==> src/rtl/bcd_countdown_timer_pkg.sv <==
// Shared types and constants for the mm:ss BCD countdown timer.
package bcd_countdown_timer_pkg;

  typedef enum logic [1:0] {
    IDLE  = 2'd0,
    RUN   = 2'd1,
    PAUSE = 2'd2,
    DONE  = 2'd3
  } state_t;

  localparam logic [3:0] SEC_TENS_RELOAD = 4'd5;
  localparam logic [3:0] DIGIT_RELOAD    = 4'd9;
  localparam logic [3:0] ZERO_DIGIT      = 4'd0;

endpackage

==> src/rtl/bcd_countdown_timer_digit_down.sv <==
// One BCD digit that can be loaded or decremented, wrapping to a reload value on borrow.
module bcd_digit_down (
  input  logic       clock,
  input  logic       clear,
  input  logic       load,
  input  logic [3:0] load_val,
  input  logic       dec,
  input  logic [3:0] reload_val,
  output logic [3:0] value,
  output logic       is_zero
);

  always_ff @(posedge clock) begin
    if (clear)
      value <= 4'd0;
    else if (load)
      value <= load_val;
    else if (dec)
      value <= (value == 4'd0) ? reload_val : value - 4'd1;
  end

  assign is_zero = (value == 4'd0);

endmodule

==> src/rtl/bcd_countdown_timer.sv <==
// Microwave mm:ss countdown: keypad shift-in entry, tick-driven BCD decrement, run/pause/done FSM.
module bcd_countdown_timer
  import bcd_countdown_timer_pkg::*;
#(
  parameter int MAX_DIGIT = 9
) (
  input  logic       clock,
  input  logic       clear,
  input  logic       tick,
  input  logic       digit_valid,
  input  logic [3:0] digit,
  input  logic       start,
  input  logic       pause,
  input  logic       cancel,
  input  logic       door_open,
  output logic [3:0] min_tens,
  output logic [3:0] min_ones,
  output logic [3:0] sec_tens,
  output logic [3:0] sec_ones,
  output logic       running,
  output logic       done
);

  localparam logic [3:0] MAX_D = 4'(MAX_DIGIT);

  state_t state, next_state;
  logic   load, shift, dec_tick;
  logic   z_mt, z_mo, z_st, z_so;
  logic   dec_so, dec_st, dec_mo, dec_mt;
  logic   time_zero, at_one;

  assign time_zero = z_mt & z_mo & z_st & z_so;
  assign at_one    = z_mt & z_mo & z_st & (sec_ones == 4'd1);

  // Borrow ripples from seconds-ones upward; a digit steps only when all below it wrap.
  assign dec_so = dec_tick;
  assign dec_st = dec_so & z_so;
  assign dec_mo = dec_st & z_st;
  assign dec_mt = dec_mo & z_mo;

  always_comb begin
    next_state = state;
    load       = 1'b0;
    shift      = 1'b0;
    dec_tick   = 1'b0;
    if (cancel) begin
      next_state = IDLE;
      load       = 1'b1;
    end else begin
      case (state)
        IDLE: begin
          if (start && !time_zero && !door_open)
            next_state = RUN;
          else if (digit_valid && (digit <= MAX_D)) begin
            load  = 1'b1;
            shift = 1'b1;
          end
        end
        RUN: begin
          if (pause || door_open)
            next_state = PAUSE;
          else if (tick) begin
            dec_tick = 1'b1;
            if (at_one)
              next_state = DONE;
          end
        end
        PAUSE: begin
          if (start && !door_open)
            next_state = RUN;
        end
        DONE:    next_state = IDLE;
        default: next_state = IDLE;
      endcase
    end
  end

  always_ff @(posedge clock) begin
    if (clear) begin
      state   <= IDLE;
      running <= 1'b0;
      done    <= 1'b0;
    end else begin
      state   <= next_state;
      running <= (next_state == RUN);
      done    <= (next_state == DONE);
    end
  end

  // Cancel loads zeros; keypad entry loads each digit from its right-hand neighbour.
  bcd_digit_down u_min_tens (
    .clock(clock), .clear(clear), .load(load),
    .load_val(shift ? min_ones : ZERO_DIGIT),
    .dec(dec_mt), .reload_val(DIGIT_RELOAD),
    .value(min_tens), .is_zero(z_mt)
  );

  bcd_digit_down u_min_ones (
    .clock(clock), .clear(clear), .load(load),
    .load_val(shift ? sec_tens : ZERO_DIGIT),
    .dec(dec_mo), .reload_val(DIGIT_RELOAD),
    .value(min_ones), .is_zero(z_mo)
  );

  bcd_digit_down u_sec_tens (
    .clock(clock), .clear(clear), .load(load),
    .load_val(shift ? sec_ones : ZERO_DIGIT),
    .dec(dec_st), .reload_val(SEC_TENS_RELOAD),
    .value(sec_tens), .is_zero(z_st)
  );

  bcd_digit_down u_sec_ones (
    .clock(clock), .clear(clear), .load(load),
    .load_val(shift ? digit : ZERO_DIGIT),
    .dec(dec_so), .reload_val(DIGIT_RELOAD),
    .value(sec_ones), .is_zero(z_so)
  );

endmodule

==> config.mk <==
export PLATFORM = sky130hd
export DESIGN_NAME = bcd_countdown_timer
export DESIGN_NICKNAME = d
export VERILOG_FILES = /design/src/rtl/bcd_countdown_timer_pkg.sv /design/src/rtl/bcd_countdown_timer_digit_down.sv /design/src/rtl/bcd_countdown_timer.sv
export SDC_FILE = /design/constraint.sdc
export NUM_CORES = 1
export LEC_CHECK = 0
export ABC_CLOCK_PERIOD_IN_PS = 2100
export CAP_MARGIN = 20
export CORE_MARGIN = 1.5
export CORE_UTILIZATION = 30
export CTS_BUF_LIST = sky130_fd_sc_hd__clkbuf_4
export DETAILED_ROUTE_END_ITERATION = 16
export SLEW_MARGIN = 20
export SYNTH_ARGS = -nofsm -noshare
export SYNTH_HDL_FRONTEND = slang
export SYNTH_SLANG_ARGS = --single-unit
export TNS_END_PERCENT = 10
==> constraint.sdc <==
create_clock -name clock -period 2.1 [get_ports clock]
set_clock_uncertainty 0.05 [all_clocks]
set_input_delay 0.42 -clock clock [delete_from_list [all_inputs] [get_ports clock]]
set_output_delay 0.42 -clock clock [all_outputs]
set_load 0.03 [all_outputs]
Word-level counts from Yosys, hierarchy flattened

Index checks and enable logic that the tools add are counted.

Add/sub/neg operators: 4
Order comparisons: 1
Equal/unequal tests: 6
Muxes and demuxes: 32
Bitwise gates (word level): 7
Reduce and logical (&&, ||, !) cells: 16

Operators with widths:

| kind                  | count |
|---|---|
| $mux W4               | 16 |
| $logic_not A4 Y1      | 4 |
| $sub A4 B1 Y4 const B | 4 |
| $mux W2               | 6 |
| $mux W1               | 9 |
| $pmux W2 S4           | 1 |
| $reduce_bool A2 Y1    | 4 |
| $and A1 B1 Y1         | 7 |
| $eq A2 B2 Y1 const B  | 3 |
| $eq A2 B1 Y1 const B  | 2 |
| $eq A4 B1 Y1 const B  | 1 |
| $le A4 B4 Y1 const B  | 1 |
| $logic_and A1 B1 Y1   | 4 |
| $logic_not A1 Y1      | 2 |
| $logic_not A2 Y1      | 1 |
| $logic_or A1 B1 Y1    | 1 |

Register bits after elaboration: 20
Input bits: 12
Output and inout port bits: 18
Logic and storage cells: 73

Depth between registers and ports, before layout

Gate-level depths: netlist of run 1.

Word-level depth: 12
Mapped depth: 7
Depth with buffers taken out: 5

Cells and area by module

Synthesis of run 1 repeated with hierarchy kept, for this count alone.

Cell total of the unflattened synthesis: 187
Area, all modules: 1552.7 um2

Modules (own cells, without submodules):

| module              | instances | cells an instance | area an instance (um2) | sequential area each (um2) |
|---|---|---|---|---|
| bcd_digit_down      | 4         | 34                | 287.8                  | 80.1 |
| bcd_countdown_timer | 1         | 51                | 401.6                  | 80.1 |

Worst setup path before layout of run 1

OpenSTA, ideal clock, no wires.

Path type: register to register
Start point: register u_sec_ones.value[0]
End point: register u_sec_tens.value[2]
Setup time: 86 ps
Arrival time: 1908 ps
Required time: 1964 ps
Setup slack: 56 ps
Stages on the path, launching flop included: 7
Buffers on the path: 1
Period minus slack after synthesis: 2044 ps
Cells stage by stage: dfxtp_1 or2_1 buf_6 and3b_1 a21o_4 or3_1 a221oi_2

Word-level cells in the longest chain between the ends: 10
Elaborated cells on any way between the ends: 13
Those cells by class: mux (6); bitwise (2); reduce/logical (5)

RTL lines:

| item                             | line                                 | RTL |
|---|---|---|
| from (decl)                      | bcd_countdown_timer_digit_down.sv:9  | `output logic [3:0] value,` |
| from (signal assigned)           | bcd_countdown_timer_digit_down.sv:17 | `value <= load_val;` |
| from (signal assigned)           | bcd_countdown_timer_digit_down.sv:19 | `value <= (value == 4'd0) ? reload_val : value - 4'd1;` |
| $logic_not A4 Y1 *               | bcd_countdown_timer_digit_down.sv:22 | `assign is_zero = (value == 4'd0);` |
| $and A1 B1 Y1                    | bcd_countdown_timer.sv:32            | `assign time_zero = z_mt & z_mo & z_st & z_so;` |
| $logic_not A1 Y1                 | bcd_countdown_timer.sv:52            | `if (start && !time_zero && !door_open)` |
| $logic_and A1 B1 Y1 (2 in a row) | bcd_countdown_timer.sv:52            |  |
| $mux W1                          | bcd_countdown_timer.sv:52            |  |
| $mux W1                          | bcd_countdown_timer.sv:50            | `case (state)` |
| $mux W1                          | bcd_countdown_timer.sv:46            | `if (cancel) begin` |
| $mux W4                          | bcd_countdown_timer.sv:107           | `.load_val(shift ? sec_ones : ZERO_DIGIT),` |
| $mux W4                          | bcd_countdown_timer_digit_down.sv:16 | `else if (load)` |
| to (signal assigned)             | bcd_countdown_timer_digit_down.sv:17 |  |
| to (signal assigned)             | bcd_countdown_timer_digit_down.sv:19 |  |
| to (decl)                        | bcd_countdown_timer_digit_down.sv:9  |  |

Every way passes the cells marked *; elsewhere a longest branch is shown, timed or not.
A chain may end at the register's enable or synchronous reset.

Worst setup path after layout of run 1

Start point: input port cancel
End point: register u_min_tens.value[3]

Word-level cells in the longest chain between the ends: 5
Elaborated cells on any way between the ends: 9
Those cells by class: mux (5); bitwise (3); reduce/logical (1)

RTL lines:

| item                                | line                                 | RTL |
|---|---|---|
| from (decl)                         | bcd_countdown_timer.sv:14            | `input logic cancel,` |
| $mux W1                             | bcd_countdown_timer.sv:46            |  |
| $and A1 B1 Y1                       | bcd_countdown_timer.sv:37            | `assign dec_st = dec_so & z_so;` |
| $and A1 B1 Y1                       | bcd_countdown_timer.sv:38            | `assign dec_mo = dec_st & z_st;` |
| $and A1 B1 Y1                       | bcd_countdown_timer.sv:39            | `assign dec_mt = dec_mo & z_mo;` |
| $reduce_bool A2 Y1 (no source line) | --                                   |  |
| to (signal assigned)                | bcd_countdown_timer_digit_down.sv:17 |  |
| to (signal assigned)                | bcd_countdown_timer_digit_down.sv:19 |  |
| to (decl)                           | bcd_countdown_timer_digit_down.sv:9  |  |

Parallel ways exist; a longest one is shown, timed or not.

==> summary.txt, run 1 <==
STA
  • Fin crit share: 94.8%
  • Minimum clock period: 1990 ps
  • Fin. max-slew vios: 0
  • Max Fclk: 502 MHz
  • Worst-Margin Slew: 392 ps
  • Relative slew slack: 73.6%
  • PnR worst setup slack: ~110 ps
  • Hold Fails Final Rpt: 0
  • Unrepaired setup endpoints after global routing: false
  • Final setup fails: 0

Power
  • Pwr Total: just under 0.001 W
  • Pwr Density: 575 nW/um^2
  • Static leakage: 0.640 nW
  • Peak VDD IR: around 0.28 mV

Worst setup path
  • Critical Path Sink Type: flop
  • Worst path required time: 2260 ps
  • CP max FO: 4
  • Worst EP arrival: 2150 ps
  • Start point of the critical path: cancel
  • Crit Path Class: in -> reg
  • Critical Path Source Type: input pin
  • Worst r2r path cells: 5
  • FF-to-FF Start: u_min_tens.value[3]$_SDFFE_PP0P_

Clock tree
  • Clock Sinks: 20
  • Clk buf depth: 2
  • Num CTS Buffers: 3
  • H-tree depth: 1
  • CTS tree: built
  • Clk Latency, worst-skew pair: 310 ps
  • Post-CTS setup buffers: 0
  • Clock root buffer: clkbuf_4
  • Clock transition at the registers of the reported paths: 130 ps

Die
  • Core Region: between 3000 and 4000 sq um
  • # IOs: 30
  • Initial core utilization: 31.4%
  • Die Area: 4210 sq um
  • Chip Height: 64.9 microns
  • Die span in x: 64.9 microns
  • Row Count: 22

Synthesis
  • Seq cells post-synth: 20
  • Top-area cell type share of the netlist area: 34.8%
  • Synthesized area per cell: 7.72 sq um
  • Top-count cell post-synth: nor2_1
  • Post-Synth XOR/XNOR Area: between 3 and 4%
  • Fraction of registers with async set/reset: 0%
  • Post-synthesis mux area share: 1.74%
  • Post-Synth Adder-Cell Area: 0%
  • Leading post-synthesis cells by cell area: dfxtp_1 (35%), nor2_1 (8.5%), o21ai_0 (6.5%)
  • Synth warn: 0
  • Syn nets: 161
  • Synth cell count leaders: nor2_1 (26), dfxtp_1 (20), o21ai_0 (15)
  • Largest area contributor in the netlist: dfxtp_1
  • Number of distinct library cells after synthesis: between 40 and 50
  • Number of synthesized flops with an enable pin: 0
  • Most used DFF post-synth: dfxtp_1
  • Simple-Gate Fraction of Synth Area: 34.4%
  • Syn Inst Count: between 100 and 150
  • Main combinational cell family by area after synthesis: simple AND/OR/NAND/NOR gates
  • Compound-Gate Fraction of Synth Area: about 22%
  • Cell Area, Synth: 1150 sq um
  • Seq/Total Area, Yosys: 34.8%

Drt
  • Residual DRC: 0
  • First drt pass iteration count: 4
  • Highest metal used: met4
  • DR WL met3: 190 microns
  • Met2 Wirelength: 1660 microns
  • Via count: 1330
  • Avg WL per Cell: 13.3 microns
  • Iteration-0 DRC Markers: 47
  • Post-DRT Antenna Nets: 0
  • DRT Wirelength: 3330 microns
  • Via/cell ratio: approximately 5.3
  • Wire length on met1: 1460 microns

Finish
  • Multi-input gate area: slightly above 700 sq um
  • # fillers: about 390
  • Share of cells above drive strength 1: 17.2%
  • Nets: 216
  • Ant diodes: 0
  • Final Cell Area: ~1700 sq um
  • Non-filler instance count after layout: between 200 and 300
  • Area delta synth->final: 47.3%
  • FF+latch area: 400 sq um
  • Core Util, Final: a little under half

GRT
  • Antenna violations before repair: 0
  • Largest net degree at the start of global routing: 12
  • GRT Util Overall: 16.3%
  • Vias in the first global route: 1252
  • Congestion Overflow GR: 0
  • First-pass GRT wire length: 5440 microns

Hold path
  • Worst hold stages: 2
  • Worst Hold Launch: u_sec_tens.value[0]$_SDFFE_PP0P_
  • Worst hold path type: reg -> reg

Run
  • Max-Cap Viols: 0

Placement
  • DP Area: 1660 sq um
  • Worst slack, placed: -231 ps
  • Final HPWL DP: 2590 microns
  • Total placed cells including tap cells: between 200 and 250
  • Number of port buffers: 29
  • Routability Congestion: ~0.85

Outcome
  • Outcome: finished clean
[cell usage in the layout (no fill, tap or decap), types with 3 or more instances in the layout]
cell type	Yosys	final
nand3_1	3	3
clkbuf_4	0	3
nand2_1	14	14
nor2_1	26	26
clkdlybuf4s50_1	0	29
nor4_1	8	8
xnor2_1	3	3
a211oi_1	5	5
buf_4	0	25
nor3_1	7	7
dfxtp_1	20	20
o21ai_0	15	15
a21oi_1	7	7
[flip-flops by register name, indices dropped and copies added, names as in the netlist]
signal / flops
u_sec_ones.value: 4
u_min_tens.value: 4
u_sec_tens.value: 4
done: 1
state: 2
u_min_ones.value: 4
running: 1
[critical path, cell delays in order]
cell	delay (ps)
clkdlybuf4s50_1	450
and4bb_2	320
nand2_1	120
or4_1	580
o21ai_0	190
nor3_1	70
[worst paths after layout]
kind                                       to  slack [ps]
min          u_min_ones.value[0]$_SDFFE_PP0P_         520
max reg2reg                running$_SDFF_PP0_         170
max          u_min_tens.value[3]$_SDFFE_PP0P_         110
min reg2reg  u_min_ones.value[0]$_SDFFE_PP0P_         520
[power breakdown]
group	switching (W)	total, W	internal, W
logic	0.000191	0.000349	0.000158
clock network	0.000128	0.000198	0.0000694
registers	0.0000260	0.000426	0.000400
[layer usage]
layer	vias to the layer above	GRT usage, %
li1	660	-
met4	0	3.46
met1	628	20.3
met5	-	0
met2	40	28.7
met3	2	3.47
[per-stage QoR]
stage / hold WS, ps / setup TNS, ps
final: 518 / 0
after global placement: 510 / -1390
after floorplan: 504 / 0
after detailed placement: 515 / -1490
after global routing: 585 / 0
after CTS: 531 / 0
[cell type report]
cell class,instances,area share [%]
Clock buffer,3,1.33
Clock inverter,1,0.222
Inverter,2,0.443
Multi-Input combinational cell,123,42.6
Sequential cell,20,23.6
Tap cell,48,3.55
Timing Repair Buffer,54,28.2
[cell families after synthesis]
| kind of cell | Yosys count |
|---|---|
| compound gates | 39 |
| simple gates | 77 |
| mux | 2 |
| flops | 20 |
| xor+xnor | 5 |
| buf+inv | 6 |
[repair_timing]
item / CTS / global route
resized for setup: 0 / 1
endpoints found under the hold margin: 0 / 0
setup endpoints to repair: 0 / 1
hold buffers: 0 / 0
Note: power is estimated with default switching activity, not from simulation.
==> run 2: changes to the inputs <==
--- a/config.mk
+++ b/config.mk
@@ -5,7 +5,6 @@
 export SDC_FILE = /design/constraint.sdc
 export NUM_CORES = 1
 export LEC_CHECK = 0
-export ABC_CLOCK_PERIOD_IN_PS = 2100
 export CAP_MARGIN = 20
 export CORE_MARGIN = 1.5
 export CORE_UTILIZATION = 30
==> results of run 2 <==
Same layout as run 1: the final DEF is identical, and so are final timing and power.
==> run 3: changes to the inputs <==
==> constraint.sdc (replaced) <==
create_clock -name clock -period 2.1 [get_ports clock]
set_clock_uncertainty 0.05 [all_clocks]
set_input_delay 0.21 -clock clock [delete_from_list [all_inputs] [get_ports clock]]
set_output_delay 0.21 -clock clock [all_outputs]
set_load 0.03 [all_outputs]
==> run 3 against run 2 <==
Sequential share of layout area up 0.78 points. First-iteration DRC count grew 19%. Total power decreased by 1.8%. Combinational power decreased by 2%. Register-to-register slack about the same. Sequential cell count is the same. Fmax grew 3.3%. Clock power shrank 5%. Hold slack got worse by 98 ps. Final cell count is 2.8% lower.
==> summary.txt, run 3 (synthesized netlist as in run 1, its figures left out) <==
Clock tree
  • Clock transition at the registers of the reported paths: 110 ps (was 130 ps)
  • Clock Sinks: 20 (unchanged)
  • CTS tree: built (unchanged)
  • Post-CTS sizing: 0 (unchanged)
  • Clk buf depth: 2 (unchanged)
  • H-tree depth: 1 (unchanged)
  • Post-CTS setup buffers: 0 (unchanged)
  • Clock root buffer: clkbuf_4 (unchanged)
  • Clk Latency, worst-skew pair: 310 ps (about the same)
  • Hold_buf cts: 0 (unchanged)
  • Num CTS Buffers: 3 (unchanged)

Drt
  • Iteration-0 DRC Markers: 56 (was 47)
  • Post-DRT Antenna Nets: 0 (unchanged)
  • Via count: 1312 (was 1330)
  • Residual DRC: 0 (unchanged)
  • DRT Wirelength: 3240 microns (was 3330 microns)
  • Via/cell ratio: 5.38 (was 5.30)
  • First drt pass iteration count: 4 (unchanged)
  • Avg WL per Cell: 13.3 microns (about the same)

STA
  • Unrepaired setup endpoints after global routing: false (unchanged)
  • Minimum clock period: 1930 ps (was 1990 ps)
  • Max Fclk: 519 MHz (was 502 MHz)
  • Worst-Margin Slew: 534 ps (was 392 ps)
  • Fin. max-slew vios: 0 (unchanged)
  • Relative slew slack: 64.3% (was 73.6%)
  • Final setup fails: 0 (unchanged)
  • Setup TNS: 0 ps (unchanged)
  • Fin crit share: 91.8% (was 94.8%)
  • Hold Fails Final Rpt: 0 (unchanged)
  • PnR worst setup slack: 173 ps (was 108 ps)

GRT
  • Vias in the first global route: 1203 (was 1252)
  • Largest net degree at the start of global routing: 15 (was 12)
  • GRT Util Overall: 16.3% (about the same)
  • Antenna violations before repair: 0 (unchanged)
  • Congestion Overflow GR: 0 (unchanged)
  • First-pass GRT wire length: 5390 microns (was 5440 microns)

Worst setup path
  • Crit Path Class: reg -> reg (was in -> reg)
  • CP Cell Sequence: nor4_1 > nand4_1 > o31a_1 > o31a_1 > nor2b_1 (was clkdlybuf4s50_1 > and4bb_2 > nand2_1 > or4_1 > o21ai_0 > nor3_1)
  • CP max stage delay: 410 ps (was 580 ps)
  • CP Buf/Inv Count: 0 (was 1)
  • Worst EP arrival: 2080 ps (was 2150 ps)
  • Critical Path Sink Type: flop (unchanged)
  • Critical Path Slowest Stage Cell: nor4_1 (was or4_1)
  • CP max FO: 6 (was 4)
  • Worst path required time: 2250 ps (was 2260 ps)
  • Worst path top cell family by delay: simple AND/OR/NAND/NOR gates (unchanged)
  • Critical path's most frequent cell: o31a_1
  • Critical Path Source Type: flop (was input pin)

Finish
  • Area delta synth->final: 42.7% (was 47.3%)
  • # fillers: 380 (was 388)
  • Core Util, Final: 44.8% (was 46.3%)
  • Share of cells above drive strength 1: 14.3% (was 17.2%)
  • Nets: 210 (was 216)
  • Most frequent cells in the layout: clkdlybuf4s50_1 (29), nor2_1 (26), dfxtp_1 (20) (was clkdlybuf4s50_1 (29), nor2_1 (26), buf_4 (25))
  • Most common cell after layout, fill and taps aside: clkdlybuf4s50_1 (unchanged)
  • Ant diodes: 0 (unchanged)
  • Final Cell Area: 1640 sq um (was 1690 sq um)

Die
  • Row Count: 22 (unchanged)
  • Initial core utilization: 31.4% (unchanged)
  • Chip Height: 64.9 microns (unchanged)
  • Die span in x: 64.9 microns (unchanged)
  • # IOs: 30 (unchanged)
  • Die Area: 4210 sq um (unchanged)
  • Core Region: 3660 sq um (unchanged)

Placement
  • Number of port buffers: 29 (unchanged)
  • Final HPWL DP: 2530 microns (was 2590 microns)
  • Routability Congestion: 0.819 (was 0.851)
  • Worst slack, placed: -35.4 ps (was -231 ps)
  • DP Area: 1620 sq um (was 1660 sq um)

Power
  • Pwr Density: 583 nW/um^2 (was 575 nW/um^2)
  • Peak VDD IR: 0.268 mV (was 0.283 mV)
  • Pwr Total: 0.000956 W (was 0.000974 W)
  • Static leakage: 0.606 nW (was 0.640 nW)

Hold path
  • Worst hold path type: in -> reg (was reg -> reg)

Run
  • Max-Cap Viols: 0 (unchanged)

Outcome
  • Outcome: finished clean (unchanged)
-- run 3: changes by cell type in the layout (fill, tap and decap cells not counted) --
cell | previous run | this run
buf_4 | 25 | 19
nor3b_2 | 1 | 0
clkinv_1 | 1 | 0
nor3b_1 | 0 | 1
-- run 3: per-stage QoR --
| step | hold slack [ps] | instances |
|---|---|---|
| CTS | 428 | 244 |
| floorplan | 294 | 149 |
| global route | 417 | 244 |
| global placement | 509 | 241 |
| detailed placement | 511 | 241 |
| finish | 420 | 244 |
-- run 3: final cells by class --
class	count	area (sq um)	share of cell area [%]
repair buffers	48	433	26.4
multi-input cells	123	717	43.7
flip-flops and latches	20	400	24.4
inverters	2	7.51	0.458
well taps	48	60.1	3.66
clock buffers	3	22.5	1.37
-- run 3: final timing paths --
check	slack [ps]	cells after the start	endpoint	startpoint
max	170	5	running$_SDFF_PP0_	u_min_ones.value[0]$_SDFFE_PP0P_
min reg2reg	540	2	u_min_tens.value[2]$_SDFFE_PP0P_	u_min_ones.value[2]$_SDFFE_PP0P_
min	420	3	u_sec_ones.value[2]$_SDFFE_PP0P_	digit[2]
max reg2reg	170	5	running$_SDFF_PP0_	u_min_ones.value[0]$_SDFFE_PP0P_
-- run 3: worst min-delay path, cell delays in order --
cell,delay [ps]
clkdlybuf4s50_1,410
nand2_1,70
a21oi_1,50
-- run 3: power by group --
group          switching [W]  internal (W)
Clock               0.000121     0.0000670
Combinational       0.000190      0.000152
Sequential         0.0000251      0.000400
Total               0.000336      0.000620
-- run 3: routing by layer --
layer	up-vias	global-route usage, %	routed length, microns	part of all wire, %
met4	0	5.05	27	0.83
met3	3	2.08	101	3.1
met5	-	0	0	0
met1	629	20.5	1510	47
met2	30	28.7	1600	49
li1	650	-	-	-
